[config.mk]
export PLATFORM = sky130hd
export DESIGN_NAME = dram_seq_flat
export DESIGN_NICKNAME = d
export VERILOG_FILES = /design/src/rtl/slip_dram_pkg.sv /design/src/rtl/dram_seq_if.sv /design/src/rtl/dram_reftmr.sv /design/src/rtl/dram_seq.sv /design/src/flat_wrapper.sv
export SDC_FILE = /design/constraint.sdc
export NUM_CORES = 1
export LEC_CHECK = 0
export BUFFER_PORTS_ARGS = -buffer_cell sky130_fd_sc_hd__buf_2
export CELL_PAD_IN_SITES_DETAIL_PLACEMENT = 0
export CELL_PAD_IN_SITES_GLOBAL_PLACEMENT = 2
export CORE_MARGIN = 2
export CORE_UTILIZATION = 33
export DETAILED_ROUTE_END_ITERATION = 7
export PLACE_DENSITY_LB_ADDON = 0.1
export REMOVE_ABC_BUFFERS = 1
export SLEW_MARGIN = 40
export SYNTH_ARGS = -nofsm -noshare
export SYNTH_HDL_FRONTEND = slang
export SYNTH_HIERARCHICAL = 1
export SYNTH_SLANG_ARGS = --single-unit
[constraint.sdc]
create_clock -name CLK -period 1.45 [get_ports CLK]
set_input_delay 0.2175 -clock CLK [delete_from_list [all_inputs] [get_ports CLK]]
set_output_delay 0.2175 -clock CLK [all_outputs]
set_load 0.01 [all_outputs]
[src/rtl/slip_dram_pkg.sv]
`default_nettype none
// ============================================================================
// slip_dram_pkg
//   Shared types and constants for the DRAM access sequencer: the sequencer
//   state encoding, the default address width and the idle strobe level.
// Revision: 1.0  initial release
// ============================================================================
package slip_dram_pkg;

  // Default row/column address width.
  localparam int c_AW_DEFAULT = 9;

  // DRAM strobes are active-low; this is their released level.
  localparam logic c_STROBE_OFF = 1'b1;

  // Sequencer states: access path first, then the refresh path.
  typedef enum logic [3:0] {
    ST_IDLE    = 4'd0,
    ST_ROW     = 4'd1,
    ST_COL     = 4'd2,
    ST_CAS1    = 4'd3,
    ST_CAS2    = 4'd4,
    ST_PRE     = 4'd5,
    ST_RF_CAS  = 4'd6,
    ST_RF_RAS  = 4'd7,
    ST_RF_HOLD = 4'd8
  } state_e;

endpackage
`default_nettype wire

[src/rtl/dram_seq_if.sv]
`default_nettype none
// ============================================================================
// dram_seq_if
//   Request/strobe bundle between an access master and the DRAM sequencer.
// Revision: 1.0  initial release
// ============================================================================
interface dram_seq_if
  import slip_dram_pkg::*;
#(
  parameter int AW = c_AW_DEFAULT
);
  logic            REQ;     // access request, held until ACK
  logic            WR;      // 1 = write, 0 = read
  logic [2*AW-1:0] ADDR;    // {row, column}
  logic [AW-1:0]   MA;      // muxed DRAM address
  logic            MUXSEL;  // 0 = row on MA, 1 = column on MA
  logic            RASL;
  logic            CASL;
  logic            WEL;
  logic            ACK;     // one-cycle completion pulse
  logic            BUSY;

  modport master (
    output REQ, WR, ADDR,
    input  MA, MUXSEL, RASL, CASL, WEL, ACK, BUSY
  );

  modport slave (
    input  REQ, WR, ADDR,
    output MA, MUXSEL, RASL, CASL, WEL, ACK, BUSY
  );
endinterface
`default_nettype wire

[src/rtl/dram_reftmr.sv]
`default_nettype none
// ============================================================================
// dram_reftmr
//   Free-running refresh interval counter with a saturating pending flag.
// Revision: 1.0  initial release
// ============================================================================
module dram_reftmr #(
  parameter int REF_PERIOD = 64
) (
  input  wire  CLK,
  input  wire  RESETL,
  input  wire  CLR,
  output logic PEND
);
  localparam int            CW     = $clog2(REF_PERIOD);
  localparam logic [CW-1:0] c_LAST = CW'(REF_PERIOD - 1);

  logic [CW-1:0] cnt_q;
  logic          pend_q;

  // Count every cycle; an expiry wins over a same-cycle clear so it is never lost.
  always_ff @(posedge CLK or negedge RESETL) begin
    if (!RESETL) begin
      cnt_q  <= '0;
      pend_q <= 1'b0;
    end else if (cnt_q == c_LAST) begin
      cnt_q  <= '0;
      pend_q <= 1'b1;
    end else begin
      cnt_q <= cnt_q + 1'b1;
      if (CLR) begin
        pend_q <= 1'b0;
      end
    end
  end

  assign PEND = pend_q;
endmodule
`default_nettype wire

[src/rtl/dram_seq.sv]
`default_nettype none
// ============================================================================
// dram_seq
//   Single-bank DRAM access sequencer: RAS/CAS access cycles with registered
//   strobes, plus CAS-before-RAS refresh that takes priority at IDLE.
// Revision: 1.0  initial release
// ============================================================================
module dram_seq
  import slip_dram_pkg::*;
#(
  parameter int REF_PERIOD = 64,
  parameter int AW         = c_AW_DEFAULT
) (
  input wire        CLK,
  input wire        RESETL,
  dram_seq_if.slave bus
);
  state_e        state_q;
  logic [AW-1:0] row_q;
  logic [AW-1:0] col_q;
  logic          wr_q;
  logic [AW-1:0] ma_q;
  logic          muxsel_q;
  logic          rasl_q;
  logic          casl_q;
  logic          wel_q;
  logic          ack_q;
  logic          busy_q;
  logic          ref_pend;
  logic          ref_clr;

  // Pending is consumed on the IDLE -> RF_CAS transition.
  assign ref_clr = (state_q == ST_IDLE) && ref_pend;

  dram_reftmr #(
    .REF_PERIOD (REF_PERIOD)
  ) u_reftmr (
    .CLK    (CLK),
    .RESETL (RESETL),
    .CLR    (ref_clr),
    .PEND   (ref_pend)
  );

  // Sequencer FSM; every strobe is registered alongside the state it belongs to.
  always_ff @(posedge CLK or negedge RESETL) begin
    if (!RESETL) begin
      state_q  <= ST_IDLE;
      row_q    <= '0;
      col_q    <= '0;
      wr_q     <= 1'b0;
      ma_q     <= '0;
      muxsel_q <= 1'b0;
      rasl_q   <= c_STROBE_OFF;
      casl_q   <= c_STROBE_OFF;
      wel_q    <= c_STROBE_OFF;
      ack_q    <= 1'b0;
      busy_q   <= 1'b0;
    end else begin
      ack_q <= 1'b0;
      case (state_q)
        ST_IDLE: begin
          if (ref_pend) begin
            state_q  <= ST_RF_CAS;
            casl_q   <= 1'b0;
            muxsel_q <= 1'b0;
            busy_q   <= 1'b1;
          end else if (bus.REQ) begin
            row_q    <= bus.ADDR[2*AW-1:AW];
            col_q    <= bus.ADDR[AW-1:0];
            wr_q     <= bus.WR;
            ma_q     <= bus.ADDR[2*AW-1:AW];
            muxsel_q <= 1'b0;
            rasl_q   <= 1'b0;
            busy_q   <= 1'b1;
            state_q  <= ST_ROW;
          end
        end
        ST_ROW: begin
          ma_q     <= col_q;
          muxsel_q <= 1'b1;
          state_q  <= ST_COL;
        end
        ST_COL: begin
          casl_q  <= 1'b0;
          wel_q   <= ~wr_q;
          state_q <= ST_CAS1;
        end
        ST_CAS1: begin
          ack_q   <= 1'b1;
          state_q <= ST_CAS2;
        end
        ST_CAS2: begin
          rasl_q   <= c_STROBE_OFF;
          casl_q   <= c_STROBE_OFF;
          wel_q    <= c_STROBE_OFF;
          muxsel_q <= 1'b0;
          ma_q     <= row_q;
          state_q  <= ST_PRE;
        end
        ST_PRE: begin
          busy_q  <= 1'b0;
          state_q <= ST_IDLE;
        end
        ST_RF_CAS: begin
          rasl_q  <= 1'b0;
          state_q <= ST_RF_RAS;
        end
        ST_RF_RAS: begin
          state_q <= ST_RF_HOLD;
        end
        ST_RF_HOLD: begin
          rasl_q  <= c_STROBE_OFF;
          casl_q  <= c_STROBE_OFF;
          state_q <= ST_PRE;
        end
        default: begin
          rasl_q   <= c_STROBE_OFF;
          casl_q   <= c_STROBE_OFF;
          wel_q    <= c_STROBE_OFF;
          muxsel_q <= 1'b0;
          busy_q   <= 1'b0;
          state_q  <= ST_IDLE;
        end
      endcase
    end
  end

  assign bus.MA     = ma_q;
  assign bus.MUXSEL = muxsel_q;
  assign bus.RASL   = rasl_q;
  assign bus.CASL   = casl_q;
  assign bus.WEL    = wel_q;
  assign bus.ACK    = ack_q;
  assign bus.BUSY   = busy_q;
endmodule
`default_nettype wire

[src/flat_wrapper.sv]
// flat-port wrapper written by rule: the top's interface ports become plain ports
module dram_seq_flat import slip_dram_pkg::*;
#(
  parameter int REF_PERIOD = 64,
  parameter int AW         = c_AW_DEFAULT
)
  (CLK, RESETL, bus_REQ, bus_WR, bus_ADDR, bus_MA, bus_MUXSEL, bus_RASL, bus_CASL, bus_WEL, bus_ACK, bus_BUSY);
  dram_seq_if #(.AW(AW)) bus_i ();
  input wire CLK;
  input wire RESETL;
  input wire logic [$bits(bus_i.REQ)-1:0] bus_REQ;
  input wire logic [$bits(bus_i.WR)-1:0] bus_WR;
  input wire logic [$bits(bus_i.ADDR)-1:0] bus_ADDR;
  output wire logic [$bits(bus_i.MA)-1:0] bus_MA;
  output wire logic [$bits(bus_i.MUXSEL)-1:0] bus_MUXSEL;
  output wire logic [$bits(bus_i.RASL)-1:0] bus_RASL;
  output wire logic [$bits(bus_i.CASL)-1:0] bus_CASL;
  output wire logic [$bits(bus_i.WEL)-1:0] bus_WEL;
  output wire logic [$bits(bus_i.ACK)-1:0] bus_ACK;
  output wire logic [$bits(bus_i.BUSY)-1:0] bus_BUSY;
  assign bus_i.REQ = bus_REQ;
  assign bus_i.WR = bus_WR;
  assign bus_i.ADDR = bus_ADDR;
  assign bus_MA = bus_i.MA;
  assign bus_MUXSEL = bus_i.MUXSEL;
  assign bus_RASL = bus_i.RASL;
  assign bus_CASL = bus_i.CASL;
  assign bus_WEL = bus_i.WEL;
  assign bus_ACK = bus_i.ACK;
  assign bus_BUSY = bus_i.BUSY;
  dram_seq #(.REF_PERIOD(REF_PERIOD), .AW(AW)) u_core (.CLK(CLK), .RESETL(RESETL), .bus(bus_i));
endmodule
==> results of run 1 <==
power by group through the flow:
| stage | sequential [W] | clock, W | combinational [W] |
|---|---|---|---|
| finish | 0.00215 | 0.000708 | 0.00251 |
| global route | 0.00221 | 0.000805 | 0.00275 |
| CTS | 0.00215 | 0.000747 | 0.00245 |
| detailed placement | 0.00217 | 0 | 0.00240 |
| global placement | 0.00213 | 0 | 0.00233 |
| floorplan | 0.00227 | 0 | 0.00128 |
area by class of cell:
| type | count | share of cell area [%] |
|---|---|---|
| multi-input combinational | 106 | 33.3 |
| timing repair buffer | 57 | 14.5 |
| tap | 75 | 3.70 |
| clock inverter | 1 | 0.197 |
| clock buffer | 5 | 2.71 |
| inverter | 6 | 0.888 |
| sequential | 45 | 44.6 |
routing by layer:
metal	GRT usage (%)	up-vias
met3	3.59	7
met1	19.0	739
li1	-	713
met2	23.7	32
met5	0	-
met4	6.39	0
worst max path at each step:
stage / start / endpoint / slack [ns] / cells past startpoint
2_1_floorplan: u_core/state_q[2]$_DFFE_PN0P_ / u_core/bus.MA[1]$_DFFE_PN0P_ / -0.32 / 4
3_3_place_gp: u_core/state_q[0]$_DFFE_PN0P_ / u_core/row_q[3]$_DFFE_PN0P_ / 0.0003 / 4
3_5_place_dp: u_core/state_q[2]$_DFFE_PN0P_ / u_core/bus.MA[8]$_DFFE_PN0P_ / -0.08 / 4
4_1_cts: u_core/state_q[2]$_DFFE_PN0P_ / u_core/col_q[7]$_DFFE_PN0P_ / -0.03 / 4
5_1_grt: u_core/state_q[2]$_DFFE_PN0P_ / u_core/col_q[7]$_DFFE_PN0P_ / -0.07 / 4
6_report: u_core/state_q[2]$_DFFE_PN0P_ / u_core/col_q[7]$_DFFE_PN0P_ / -0.02 / 4
layout by cell type, fill, tap and decap left out, drive strengths merged, types with 2 or more instances in the layout:
| cell | n |
|---|---|
| a222oi | 9 |
| nor2b | 4 |
| nor2 | 8 |
| nand2 | 14 |
| and3 | 2 |
| nand3 | 2 |
| dfrtp | 42 |
| nor3 | 4 |
| xor2 | 3 |
| a21oi | 6 |
| mux2 | 19 |
| clkbuf | 5 |
| o21bai | 2 |
| o21ai | 16 |
| a22o | 2 |
| inv | 6 |
| o31ai | 2 |
| a211oi | 2 |
| dfstp | 3 |
| buf | 56 |
registers in the layout, indices dropped and copies added, names as in the netlist:
name and count:
u_core/bus.ACK 1, u_core/bus.BUSY 1, u_core/bus.CASL 1, u_core/bus.MA 9, u_core/bus.MUXSEL 1, u_core/bus.RASL 1
u_core/bus.WEL 1, u_core/col_q 9, u_core/row_q 9, u_core/state_q 4, u_core/u_reftmr/PEND 1, u_core/u_reftmr/cnt_q 6
u_core/wr_q 1
through the flow:
stage                     cells  hold WS [ns]  utilization (%)  instance area (µm²)  setup TNS [ns]
after floorplan             157       -0.0781                -                 1980           -4.23
after global placement      285         0.217             40.6                 2400               0
after detailed placement    285         0.220             40.6                 2400          -0.611
after CTS                   293         0.141             42.4                 2510          -0.242
after global routing        295         0.140             42.9                 2540          -0.962
final                       295         0.153             42.9                 2540         -0.0801
kinds of logic (layout without fill, tap and decap cells):
group	count (synthesis)	count (layout)	share of synthesized area, %
flip-flops	45	45	55.6
XOR/XNOR	3	3	1.29
multiplexers	20	20	12.9
adder cells (fa/ha/maj)	1	1	0.615
buffers and inverters	15	69	3.94
AND/OR/NAND/NOR	38	38	10.3
AO/OA/AOI/OAI	44	44	15.4
repair_timing:
action                     4_1_cts  5_1_grt
gates resized for setup          5        5
setup buffers                    1        2
hold buffers                     1        0
setup endpoints to repair       27       28
hold endpoints to repair        42        0
pin swaps                        1        2
worst max-delay path, cell delays in order, from the launching register on:
cell	delay, ns
sky130_fd_sc_hd__dfrtp_2	0.45
sky130_fd_sc_hd__nor4_4	0.34
sky130_fd_sc_hd__nand2_4	0.08
sky130_fd_sc_hd__buf_12	0.17
sky130_fd_sc_hd__mux2_4	0.30
==> metrics.log, run 1 <==
[metrics] number of global-route vias before repair: around 1500
[metrics] reg2reg end: u_core/col_q[7]$_DFFE_PN0P_
[metrics] pin count of the biggest net entering global routing: 25
[metrics] Detail Route met3 WL: roughly 210 µm
[metrics] average cell area after synthesis: between 10 and 15 µm²
[metrics] H-Tree Level Count: 2
[metrics] number of distinct library cells after synthesis: 38
[metrics] total area of multi-input combinational cells: 846 µm²
[metrics] type of the tightest min-delay check: input port to flip-flop
[metrics] CTS Root Buffer Type: sky130_fd_sc_hd__clkbuf_8
[metrics] die area: between 6000 and 7000 µm²
[metrics] placer congestion estimate: 0.753
[metrics] share of power burned in registers: 40.1%
[metrics] Final #Nets: between 200 and 250
[metrics] sequential-to-total area share from yosys stat: 55.6%
[metrics] main flop type after synthesis: sky130_fd_sc_hd__dfrtp_1
[metrics] core area: slightly below 6000 µm²
[metrics] CTS tree: yes
[metrics] I/O pin count: 37
[metrics] unrepaired setup endpoints after global routing: true
[metrics] wire length of the first global-routing pass: around 7400 µm
[metrics] highest routing layer actually used: met4
[metrics] mean number of vias per cell: between 5 and 6
[metrics] flop2flop setup slack: -0.02 ns
[metrics] violated checks: setup timing
[metrics] register cell area after layout: about 1100 µm²
[metrics] Post-synth EDFFs: 0
[metrics] async set or reset register ratio after synthesis: 100%
[metrics] synthesized flop and latch total: 45
[metrics] port bufs: 36
[metrics] total via count after detailed routing: about 1500
[metrics] path depth of the worst reg2reg path: 4
[metrics] biggest fanout along the worst timing path: 19
[metrics] Data arrival, critical path: about 1.6 ns
[metrics] Max Slew Vio Count: 0
[metrics] wire length reported by the detailed router: approximately 4700 µm
[metrics] maximum VDD drop: 0.000674 V
[metrics] worst slack at placement: -0.0755 ns
[metrics] share of Yosys cell area claimed by the top area cell type: approximately half
[metrics] aggregate global routing overflow: 0
[metrics] GRT Resource Usage Total: around 15%
[metrics] part of the power in the clock network: a little over an eighth
[metrics] estimated wirelength of the detail-placed design: roughly 3300 µm
[metrics] number of clock sinks: 45
[metrics] power per unit of standard cell area: 2120 nW/µm²
[metrics] slew at the pin closest to its max-slew limit: about 0.33 ns
[metrics] sink of the worst hold path: u_core/col_q[0]$_DFFE_PN0P_
[metrics] clock tree skew after final layout: ~0.0074 ns
[metrics] largest cells by area after synthesis: sky130_fd_sc_hd__dfrtp_1 52%, sky130_fd_sc_hd__mux2_4 7.4%, sky130_fd_sc_hd__mux2_2 5.0%
[metrics] Detail Route Antenna Nets: 0
[metrics] Tot Pwr: between 0.005 and 0.006 W
[metrics] detailed-routing iteration count for the pre-antenna-repair pass: 5
[metrics] combinational cell fraction of total power: between 40 and 50%
[metrics] met2 wire length: 2420 µm
[metrics] Initial DRC Count: 90
[metrics] clock transition at the registers of the reported paths: ~0.080 ns
[metrics] dominant cell by count in the synthesized netlist: sky130_fd_sc_hd__dfrtp_1
[metrics] number of max-cap violations: 0
[metrics] number of instances on the worst hold path: 2
[metrics] Synth-to-Final Area Change: 24.8%
[metrics] category of the most critical setup path: flip-flop to flip-flop
[metrics] ant diodes: 0
[metrics] critical path required time: between 1.5 and 2 ns
[metrics] wire length per cell after detailed routing: roughly 16 µm
[metrics] run status: finished with violations
[metrics] Chip Width: just over 80 µm
[metrics] Final Cycle Share: 101%
[metrics] mapped cell area: about 2000 µm²
[metrics] Initial Utilization: 34.3%
[metrics] CTS Buffer Depth: 2
[metrics] Leak Pwr: 1.21 nW
[metrics] layout cells sized above 1: a little over two fifths
[metrics] element type at the critical path end: flip-flop
[metrics] post-synthesis cell count: ~170
[metrics] count of synthesis-stage warnings from yosys: 6
[metrics] internal power: between 0.003 and 0.004 W
[metrics] clock latency on the worst-skew pair: slightly below 0.3 ns
[metrics] Cell Rows: 28
[metrics] worst slew margin relative to its limit: between 70% and 80%
[metrics] Final setup violation count: 9
[metrics] FF-to-FF Start: u_core/state_q[2]$_DFFE_PN0P_
[metrics] final hold violation count: 0
[metrics] number of antenna violations at the first check in global routing: 0
[metrics] Final Critical Period: roughly 1.5 ns
[metrics] routed metal-1 wirelength: about 2000 µm
[metrics] largest area contributor in the synthesized netlist: sky130_fd_sc_hd__dfrtp_1
[metrics] final setup margin: -0.0172 ns
[metrics] maximum frequency from static timing analysis: ~0.68 GHz
[metrics] vertical die dimension: approximately 82 µm
[metrics] ranking of synthesized cells by instance count: 42 x sky130_fd_sc_hd__dfrtp_1, 14 x sky130_fd_sc_hd__o21ai_0, 13 x sky130_fd_sc_hd__nand2_1
[metrics] fraction of power spent switching nets: 36.1%
[metrics] fill cell count: between 500 and 600
[metrics] Worst Hold Launch: bus_ADDR[0]
[metrics] power dissipated by switching net loads: between 0.0015 and 0.002 W
[metrics] number of buffers added by the clock tree synthesis step: 5
[metrics] # DRC: 0
[metrics] kind of launch point of the worst setup path: flip-flop
No activity file was read; power rests on OpenSTA's default activity.
==> run 2: changes to the inputs <==
- ABC_AREA: default -> 1
- CORE_UTILIZATION: 33 -> 29
- GPL_ROUTABILITY_DRIVEN: default -> 1
==> run 2 against run 1 <==
- the flow still finishes with violations (setup timing)
- final cell count rose by 45%
- sequential cell count did not move
- via count rose by 28%
- hold slack got worse by 0.012 ns
- sequential power fell by 4%
- area after synthesis rose by 6.3%
- final area rose by 9.7%
- global-route usage fell by 0.71 points
- non-clock buffer count rose by 8
- largest power group unchanged
==> metrics.log, run 2 <==
[metrics] Chip Width: 90.3 µm (was 82.5 µm)
[metrics] layout cells sized above 1: 29.6% (was 43.2%)
[metrics] Leak Pwr: 1.50 nW (was 1.21 nW)
[metrics] Synth-to-Final Area Change: 28.8% (was 24.8%)
[metrics] share of Yosys cell area claimed by the top area cell type: 48.6% (was 51.7%)
[metrics] stage delay of the slowest cell on the critical path: 0.45 ns (about the same)
[metrics] Cell Rows: 31 (was 28)
[metrics] power per unit of standard cell area: 2140 nW/µm² (was 2120 nW/µm²)
[metrics] clock latency on the worst-skew pair: 0.29 ns (about the same)
[metrics] Worst path depth: 6 (was 4)
[metrics] estimated wirelength of the detail-placed design: 3920 µm (was 3270 µm)
[metrics] cell with the most instances on the worst path: sky130_fd_sc_hd__nand2_1
[metrics] wire length of the first global-routing pass: 9290 µm (was 7440 µm)
[metrics] clock tree skew after final layout: 0.00944 ns (was 0.00741 ns)
[metrics] category of the most critical setup path: flip-flop to flip-flop (unchanged)
[metrics] post-placement cell count: 404 (was 285)
[metrics] ant diodes: 0 (unchanged)
[metrics] minimum hold slack: 0.141 ns (was 0.153 ns)
[metrics] dominant cell by count in the synthesized netlist: sky130_fd_sc_hd__nand2_1 (was sky130_fd_sc_hd__dfrtp_1)
[metrics] average cell area after synthesis: 8.19 µm² (was 12.2 µm²)
[metrics] Detail Route Antenna Nets: 0 (unchanged)
[metrics] number of global-route vias before repair: 1864 (was 1517)
[metrics] core area: 7250 µm² (was 5920 µm²)
[metrics] Max Slew Vio Count: 0 (unchanged)
[metrics] CTS Root Buffer Type: sky130_fd_sc_hd__clkbuf_8 (unchanged)
[metrics] biggest fanout along the worst timing path: 6 (was 19)
[metrics] port bufs: 36 (unchanged)
[metrics] Final Cycle Share: 100% (was 101%)
[metrics] Final setup violation count: 1 (was 9)
[metrics] detailed-routing iteration count for the pre-antenna-repair pass: 4 (was 5)
[metrics] start point of the critical path: u_core/state_q[3]$_DFFE_PN0P_ (was u_core/state_q[2]$_DFFE_PN0P_)
[metrics] clock transition at the registers of the reported paths: 0.09 ns (was 0.08 ns)
[metrics] number of buffers added by the clock tree synthesis step: 5 (unchanged)
[metrics] Post-synth EDFFs: 0 (unchanged)
[metrics] element type at the critical path end: flip-flop (unchanged)
[metrics] fill cell count: 807 (was 583)
[metrics] type of the tightest min-delay check: input port to flip-flop (unchanged)
[metrics] final hold violation count: 0 (unchanged)
[metrics] run status: finished with violations (unchanged)
[metrics] main flop type after synthesis: sky130_fd_sc_hd__dfrtp_1 (unchanged)
[metrics] mean number of vias per cell: 4.47 (was 5.05)
[metrics] placer congestion estimate: 0.725 (was 0.753)
[metrics] largest cells by area after synthesis: sky130_fd_sc_hd__dfrtp_1 49%, sky130_fd_sc_hd__nand2_1 15%, sky130_fd_sc_hd__nand3_1 15% (was sky130_fd_sc_hd__dfrtp_1 52%, sky130_fd_sc_hd__mux2_4 7.4%, sky130_fd_sc_hd__mux2_2 5.0%)
[metrics] commonest cells after routing, fill and taps aside: 83 x sky130_fd_sc_hd__nand2_1, 63 x sky130_fd_sc_hd__nand3_1, 39 x sky130_fd_sc_hd__dfrtp_1 (was 40 x sky130_fd_sc_hd__dfrtp_1, 36 x sky130_fd_sc_hd__buf_2, 17 x sky130_fd_sc_hd__buf_4)
[metrics] async set or reset register ratio after synthesis: 100% (unchanged)
[metrics] number of antenna violations at the first check in global routing: 0 (unchanged)
[metrics] vertical die dimension: 90.3 µm (was 82.5 µm)
[metrics] CTS Buffer Depth: 2 (unchanged)
[metrics] Final #Nets: 350 (was 244)
[metrics] mapped cell area: 2160 µm² (was 2030 µm²)
[metrics] FF-to-FF Start: u_core/state_q[3]$_DFFE_PN0P_ (was u_core/state_q[2]$_DFFE_PN0P_)
[metrics] largest area contributor in the synthesized netlist: sky130_fd_sc_hd__dfrtp_1 (unchanged)
[metrics] post-synthesis cell count: 264 (was 166)
[metrics] worst slew margin relative to its limit: 68.2% (was 78.2%)
[metrics] utilization of the core after routing: 38.4% (was 42.9%)
[metrics] GRT Resource Usage Total: 14.1% (was 14.8%)
[metrics] crit path max-delay cell type: sky130_fd_sc_hd__dfrtp_2 (unchanged)
[metrics] kind of launch point of the worst setup path: flip-flop (unchanged)
[metrics] count of synthesis-stage warnings from yosys: 6 (unchanged)
[metrics] CTS tree: yes (unchanged)
[metrics] buffers and inverters on the worst path: 1 (unchanged)
[metrics] Final Critical Period: 1.46 ns (was 1.47 ns)
[metrics] wire length per cell after detailed routing: 13.0 µm (was 15.9 µm)
[metrics] worst setup path endpoint: u_core/bus.MA[4]$_DFFE_PN0P_ (was u_core/col_q[7]$_DFFE_PN0P_)
[metrics] critical path required time: 1.64 ns (was 1.63 ns)
[metrics] reg2reg end: u_core/bus.MA[4]$_DFFE_PN0P_ (was u_core/col_q[7]$_DFFE_PN0P_)
[metrics] number of distinct library cells after synthesis: 24 (was 38)
[metrics] H-Tree Level Count: 2 (unchanged)
[metrics] maximum frequency from static timing analysis: 0.687 GHz (was 0.682 GHz)
[metrics] synthesized flop and latch total: 45 (unchanged)
[metrics] I/O pin count: 37 (unchanged)
[metrics] ranking of synthesized cells by instance count: 89 x sky130_fd_sc_hd__nand2_1, 64 x sky130_fd_sc_hd__nand3_1, 42 x sky130_fd_sc_hd__dfrtp_1 (was 42 x sky130_fd_sc_hd__dfrtp_1, 14 x sky130_fd_sc_hd__o21ai_0, 13 x sky130_fd_sc_hd__nand2_1)
[metrics] worst slack at placement: -0.0603 ns (was -0.0755 ns)
[metrics] Initial DRC Count: 106 (was 90)
[metrics] pin count of the biggest net entering global routing: 34 (was 25)
[metrics] violated checks: setup timing (unchanged)
[metrics] path depth of the worst reg2reg path: 6 (was 4)
[metrics] slew at the pin closest to its max-slew limit: 0.475 ns (was 0.326 ns)
[metrics] cell chain of the critical path: nor2_4 > nand2_4 > o21ai_4 > clkinvlp_4 > nand2_1 > nand2_1 (was nor4_4 > nand2_4 > buf_12 > mux2_4)
[metrics] sum of negative setup slack: -0.00586 ns (was -0.0801 ns)
[metrics] number of max-cap violations: 0 (unchanged)
[metrics] # DRC: 0 (unchanged)
[metrics] unrepaired setup endpoints after global routing: true (unchanged)
[metrics] die area: 8160 µm² (was 6810 µm²)
[metrics] wire length reported by the detailed router: 5570 µm (was 4680 µm)
[metrics] number of clock sinks: 45 (unchanged)
[metrics] aggregate global routing overflow: 0 (unchanged)
[metrics] Data arrival, critical path: 1.64 ns (about the same)
[metrics] Initial Utilization: 29.8% (was 34.3%)
[metrics] final setup margin: -0.00586 ns (was -0.0172 ns)
[metrics] sequential-to-total area share from yosys stat: 52.3% (was 55.6%)
[metrics] maximum VDD drop: 0.000506 V (was 0.000674 V)
[metrics] flop2flop setup slack: -0.006 ns (was -0.02 ns)
[metrics] count of non-filler cells in the finished layout: 427 (was 295)
[metrics] leading cell type in the layout, fill and taps excluded: sky130_fd_sc_hd__nand2_1 (was sky130_fd_sc_hd__dfrtp_1)
[metrics] kind of cell adding the most delay to the critical path: simple AND/OR/NAND/NOR gates (was flip-flops)
[metrics] total via count after detailed routing: 1910 (was 1491)
## run 2: cell count changes after synthesis, moves of 5 or more
cell,before,now
sky130_fd_sc_hd__mux2_2,9,0
sky130_fd_sc_hd__nand3_1,2,64
sky130_fd_sc_hd__a222oi_1,9,0
sky130_fd_sc_hd__nand2_1,13,89
sky130_fd_sc_hd__o21ai_0,14,4
sky130_fd_sc_hd__mux2_4,10,0
sky130_fd_sc_hd__inv_1,6,16
sky130_fd_sc_hd__nor2_1,8,13
## run 2: logic make-up (layout without fill, tap and decap cells)
logic type | after synthesis | after routing | share of synthesized area, %
and+or+nand+nor | 177 | 177 | 36.4
xor gates and xnor gates | 2 | 2 | 0.810
adders and majority gates | 1 | 1 | 0.579
buffers and inverters | 28 | 92 | 6.48
DFF | 45 | 45 | 52.3
AOI/OAI and AO/OA | 11 | 11 | 3.47
## run 2: what timing repair did
| item | CTS | global route |
|---|---|---|
| setup endpoints to repair | 10 | 30 |
| resized for setup | 0 | 18 |
| hold buffers | 1 | 0 |
| buffers inserted | 3 | 10 |
| hold endpoints to repair | 9 | 0 |
| cloned | 0 | 1 |
| pin swaps | 2 | 13 |
## run 2: worst min-delay path by stage
stage,from,endpoint,slack [ns],depth (start not counted)
final,bus_ADDR[0],u_core/col_q[0]$_DFFE_PN0P_,0.14,3
after global routing,bus_ADDR[3],u_core/col_q[3]$_DFFE_PN0P_,0.14,3
after CTS,bus_ADDR[3],u_core/col_q[3]$_DFFE_PN0P_,0.13,3
after detailed placement,RESETL,u_core/u_reftmr/cnt_q[2]$_DFF_PN0_,0.15,1
after global placement,RESETL,u_core/u_reftmr/cnt_q[2]$_DFF_PN0_,0.14,1
after floorplan,RESETL,u_core/bus.ACK$_DFF_PN0_,-0.08,0
## run 2: layer usage
metal  vias up  global-route usage, %  routed length [µm]
met5         -                      0                   0
met4         0                   3.08                  29
met3         2                   2.84                 217
met2        48                   21.4                2500
met1       883                   20.7                2820
li1        977                      -                   -
## run 2: report_power, final
| part | switching [W] | internal [W] | total (W) |
|---|---|---|---|
| clock | 0.000418 | 0.000339 | 0.000757 |
| combinational | 0.00182 | 0.00132 | 0.00315 |
| sequential | 0.000274 | 0.00178 | 0.00206 |
| total | 0.00252 | 0.00344 | 0.00596 |
## run 2: worst min-delay path: stages
cell and delay [ns]:
sky130_fd_sc_hd__buf_2 0.07, sky130_fd_sc_hd__nand3_1 0.06, sky130_fd_sc_hd__nand2_1 0.06
## run 2: metrics by stage
stage	cell area [µm²]	total power, W
5_1_grt	2780	0.00647
2_1_floorplan	2090	0.00364
6_report	2780	0.00596
3_5_place_dp	2520	0.00467
3_3_place_gp	2520	0.00466
4_1_cts	2640	0.00555
## run 2: area by class of cell
type / count / area (µm²) / share of cell area (%)
Clock inverter: 1 / 5.00 / 0.180
Timing Repair Buffer: 65 / 425 / 15.3
Timing Repair inverter: 1 / 7.51 / 0.270
Sequential cell: 45 / 1130 / 40.7
Clock buffer: 7 / 76.3 / 2.74
Multi-Input combinational cell: 191 / 937 / 33.7
Tap cell: 99 / 124 / 4.45
Inverter: 18 / 75.1 / 2.70
==> run 3: changes to the inputs <==
- CORE_ASPECT_RATIO: default -> 1.1
==> run 3 against run 2 <==
- the run now ends clean
- setup slack better by 0.087 ns
- via count shrank 2.4%
- sequential power is essentially flat
- critical path depth increased by 1
- first-iteration DRC count unchanged
- global-route usage is 0.52 points higher
- highest routed layer unchanged
==> metrics.log, run 3 (synthesized netlist as in run 2, its figures left out) <==
[metrics] run status: completed (was finished with violations)
[metrics] pin count of the biggest net entering global routing: 27 (was 34)
[metrics] path depth of the worst reg2reg path: 7 (was 6)
[metrics] Cell Rows: 33 (was 31)
[metrics] fill cell count: 826 (was 807)
[metrics] maximum frequency from static timing analysis: 0.730 GHz (was 0.687 GHz)
[metrics] final hold violation count: 0 (unchanged)
[metrics] wire length per cell after detailed routing: 13.8 µm (was 13.0 µm)
[metrics] Final Cycle Share: 94.4% (was 100%)
[metrics] category of the most critical setup path: flip-flop to flip-flop (unchanged)
[metrics] number of antenna violations at the first check in global routing: 0 (unchanged)
[metrics] H-Tree Level Count: 2 (unchanged)
[metrics] Max Slew Vio Count: 0 (unchanged)
[metrics] power per unit of standard cell area: 2090 nW/µm² (was 2140 nW/µm²)
[metrics] Synth-to-Final Area Change: 24.0% (was 28.8%)
[metrics] estimated wirelength of the detail-placed design: 4030 µm (was 3920 µm)
[metrics] clock latency on the worst-skew pair: 0.30 ns (was 0.29 ns)
[metrics] maximum VDD drop: 0.000825 V (was 0.000506 V)
[metrics] total via count after detailed routing: 1864 (was 1910)
[metrics] vertical die dimension: 94.6 µm (was 90.3 µm)
[metrics] # DRC: 0 (unchanged)
[metrics] ant diodes: 0 (unchanged)
[metrics] buffers and inverters on the worst path: 2 (was 1)
[metrics] type of the tightest min-delay check: input port to flip-flop (unchanged)
[metrics] commonest cells after routing, fill and taps aside: 88 x sky130_fd_sc_hd__nand2_1, 64 x sky130_fd_sc_hd__nand3_1, 40 x sky130_fd_sc_hd__dfrtp_1 (was 83 x sky130_fd_sc_hd__nand2_1, 63 x sky130_fd_sc_hd__nand3_1, 39 x sky130_fd_sc_hd__dfrtp_1)
[metrics] placer congestion estimate: 0.806 (was 0.725)
[metrics] Final setup violation count: 0 (was 1)
[metrics] detailed-routing iteration count for the pre-antenna-repair pass: 4 (unchanged)
[metrics] start point of the critical path: u_core/state_q[0]$_DFFE_PN0P_ (was u_core/state_q[3]$_DFFE_PN0P_)
[metrics] Chip Width: 86.3 µm (was 90.3 µm)
[metrics] CTS Root Buffer Type: sky130_fd_sc_hd__clkbuf_8 (unchanged)
[metrics] Worst path depth: 7 (was 6)
[metrics] flop2flop setup slack: 0.08 ns (was -0.006 ns)
[metrics] core area: 7350 µm² (was 7250 µm²)
[metrics] register cell area after layout: 1130 µm² (about the same)
[metrics] Detail Route Antenna Nets: 0 (unchanged)
[metrics] FF-to-FF Start: u_core/state_q[0]$_DFFE_PN0P_ (was u_core/state_q[3]$_DFFE_PN0P_)
[metrics] kind of cell adding the most delay to the critical path: simple AND/OR/NAND/NOR gates (unchanged)
[metrics] number of global-route vias before repair: 1851 (was 1864)
[metrics] number of clock sinks: 45 (unchanged)
[metrics] port bufs: 36 (unchanged)
[metrics] mean number of vias per cell: 4.59 (was 4.47)
[metrics] total placed instance area: 2540 µm² (was 2520 µm²)
[metrics] layout cells sized above 1: 25.4% (was 29.6%)
[metrics] Initial DRC Count: 106 (unchanged)
[metrics] minimum hold slack: 0.146 ns (was 0.141 ns)
[metrics] critical path required time: 1.64 ns (about the same)
[metrics] worst slew margin relative to its limit: 66.7% (was 68.2%)
[metrics] worst setup path endpoint: u_core/wr_q$_DFFE_PN0P_ (was u_core/bus.MA[4]$_DFFE_PN0P_)
[metrics] biggest fanout along the worst timing path: 10 (was 6)
[metrics] CTS Buffer Depth: 2 (unchanged)
[metrics] stage delay of the slowest cell on the critical path: 0.45 ns (about the same)
[metrics] Final #Nets: 341 (was 350)
[metrics] kind of launch point of the worst setup path: flip-flop (unchanged)
[metrics] Final Critical Period: 1.37 ns (was 1.46 ns)
[metrics] number of buffers added by the clock tree synthesis step: 5 (unchanged)
[metrics] Data arrival, critical path: 1.56 ns (was 1.64 ns)
[metrics] die area: 8160 µm² (about the same)
[metrics] cell chain of the critical path: nor2_4 > nand2_4 > inv_2 > nand2_1 > buf_4 > nor2_1 > a21oi_1 (was nor2_4 > nand2_4 > o21ai_4 > clkinvlp_4 > nand2_1 > nand2_1)
[metrics] wire length of the first global-routing pass: 9280 µm (was 9290 µm)
[metrics] reg2reg end: u_core/wr_q$_DFFE_PN0P_ (was u_core/bus.MA[4]$_DFFE_PN0P_)
[metrics] crit path max-delay cell type: sky130_fd_sc_hd__dfrtp_1 (was sky130_fd_sc_hd__dfrtp_2)
[metrics] total area of multi-input combinational cells: 910 µm² (was 937 µm²)
[metrics] CTS tree: yes (unchanged)
[metrics] wire length reported by the detailed router: 5580 µm (was 5570 µm)
[metrics] slew at the pin closest to its max-slew limit: 0.500 ns (was 0.475 ns)
[metrics] leading cell type in the layout, fill and taps excluded: sky130_fd_sc_hd__nand2_1 (unchanged)
[metrics] element type at the critical path end: flip-flop (unchanged)
[metrics] Leak Pwr: 1.46 nW (was 1.50 nW)
[metrics] clock transition at the registers of the reported paths: 0.08 ns (was 0.09 ns)
[metrics] number of max-cap violations: 0 (unchanged)
[metrics] Initial Utilization: 29.4% (was 29.8%)
[metrics] Finished Cell Area: 2680 µm² (was 2780 µm²)
[metrics] aggregate global routing overflow: 0 (unchanged)
[metrics] I/O pin count: 37 (unchanged)
[metrics] clock tree skew after final layout: 0.00306 ns (was 0.00944 ns)
[metrics] GRT Resource Usage Total: 14.6% (was 14.1%)
==> run 3: changes by cell type in the layout (fill, tap and decap cells not counted), sizes merged <==
cell | before | now
clkinv | 1 | 2
clkbuf | 7 | 6
clkinvlp | 1 | 0
buf | 64 | 56
==> run 3: worst min-delay path, stage by stage <==
cell	delay (ns)
sky130_fd_sc_hd__buf_2	0.08
sky130_fd_sc_hd__nand3_1	0.06
sky130_fd_sc_hd__nand2_1	0.06
==> run 3: cell type report <==
| type | count | area share, % |
|---|---|---|
| well taps | 87 | 4.06 |
| clock inverters | 2 | 0.373 |
| multi-input cells | 191 | 33.9 |
| repair buffers | 57 | 14.1 |
| inverters | 18 | 2.61 |
| clock buffers | 6 | 2.71 |
| flip-flops and latches | 45 | 42.2 |
==> run 3: how the worst min path moves through the flow <==
stage          cells past startpoint         from  slack (ns)                            to
2_1_floorplan                      0       RESETL       -0.08      u_core/bus.ACK$_DFF_PN0_
3_3_place_gp                       1       RESETL        0.22   u_core/row_q[4]$_DFFE_PN0P_
3_5_place_dp                       1       RESETL        0.21  u_core/bus.MA[0]$_DFFE_PN0P_
4_1_cts                            3  bus_ADDR[2]        0.14   u_core/col_q[2]$_DFFE_PN0P_
5_1_grt                            3  bus_ADDR[5]        0.15   u_core/col_q[5]$_DFFE_PN0P_
6_report                           3  bus_ADDR[5]        0.15   u_core/col_q[5]$_DFFE_PN0P_
==> run 3: what timing repair did <==
action | CTS | global route
buffers inserted | 0 | 4
gates resized for setup | 0 | 6
endpoints found under the setup margin | 0 | 31
hold endpoints to repair | 16 | 0
hold buffers | 1 | 0
==> run 3: power breakdown <==
part	internal, W	switching, W	leakage (nW)
clock network	0.000335	0.000428	0.0450
registers	0.00178	0.000293	0.549
logic	0.00112	0.00166	0.864
==> run 3: routing by layer <==
metal	up-vias	GRT usage (%)	share of wire [%]
li1	963	-	-
met1	862	19.0	47
met2	35	24.0	48
met3	4	2.97	3.5
met4	0	5.08	1.4
met5	-	0	0
==> run 3: per-stage QoR <==
step	worst slack, ns	std cells	total power (W)	TNS, ns	utilization, %
after floorplan	-0.595	254	0.00364	-11.98	-
after global placement	0.0450	393	0.00478	0	34.5
after detailed placement	0.0277	393	0.00477	0	34.5
after CTS	0.0152	402	0.00557	0	35.8
after global routing	-0.0175	406	0.00615	-0.0332	36.5
final	0.0809	406	0.00561	0	36.5
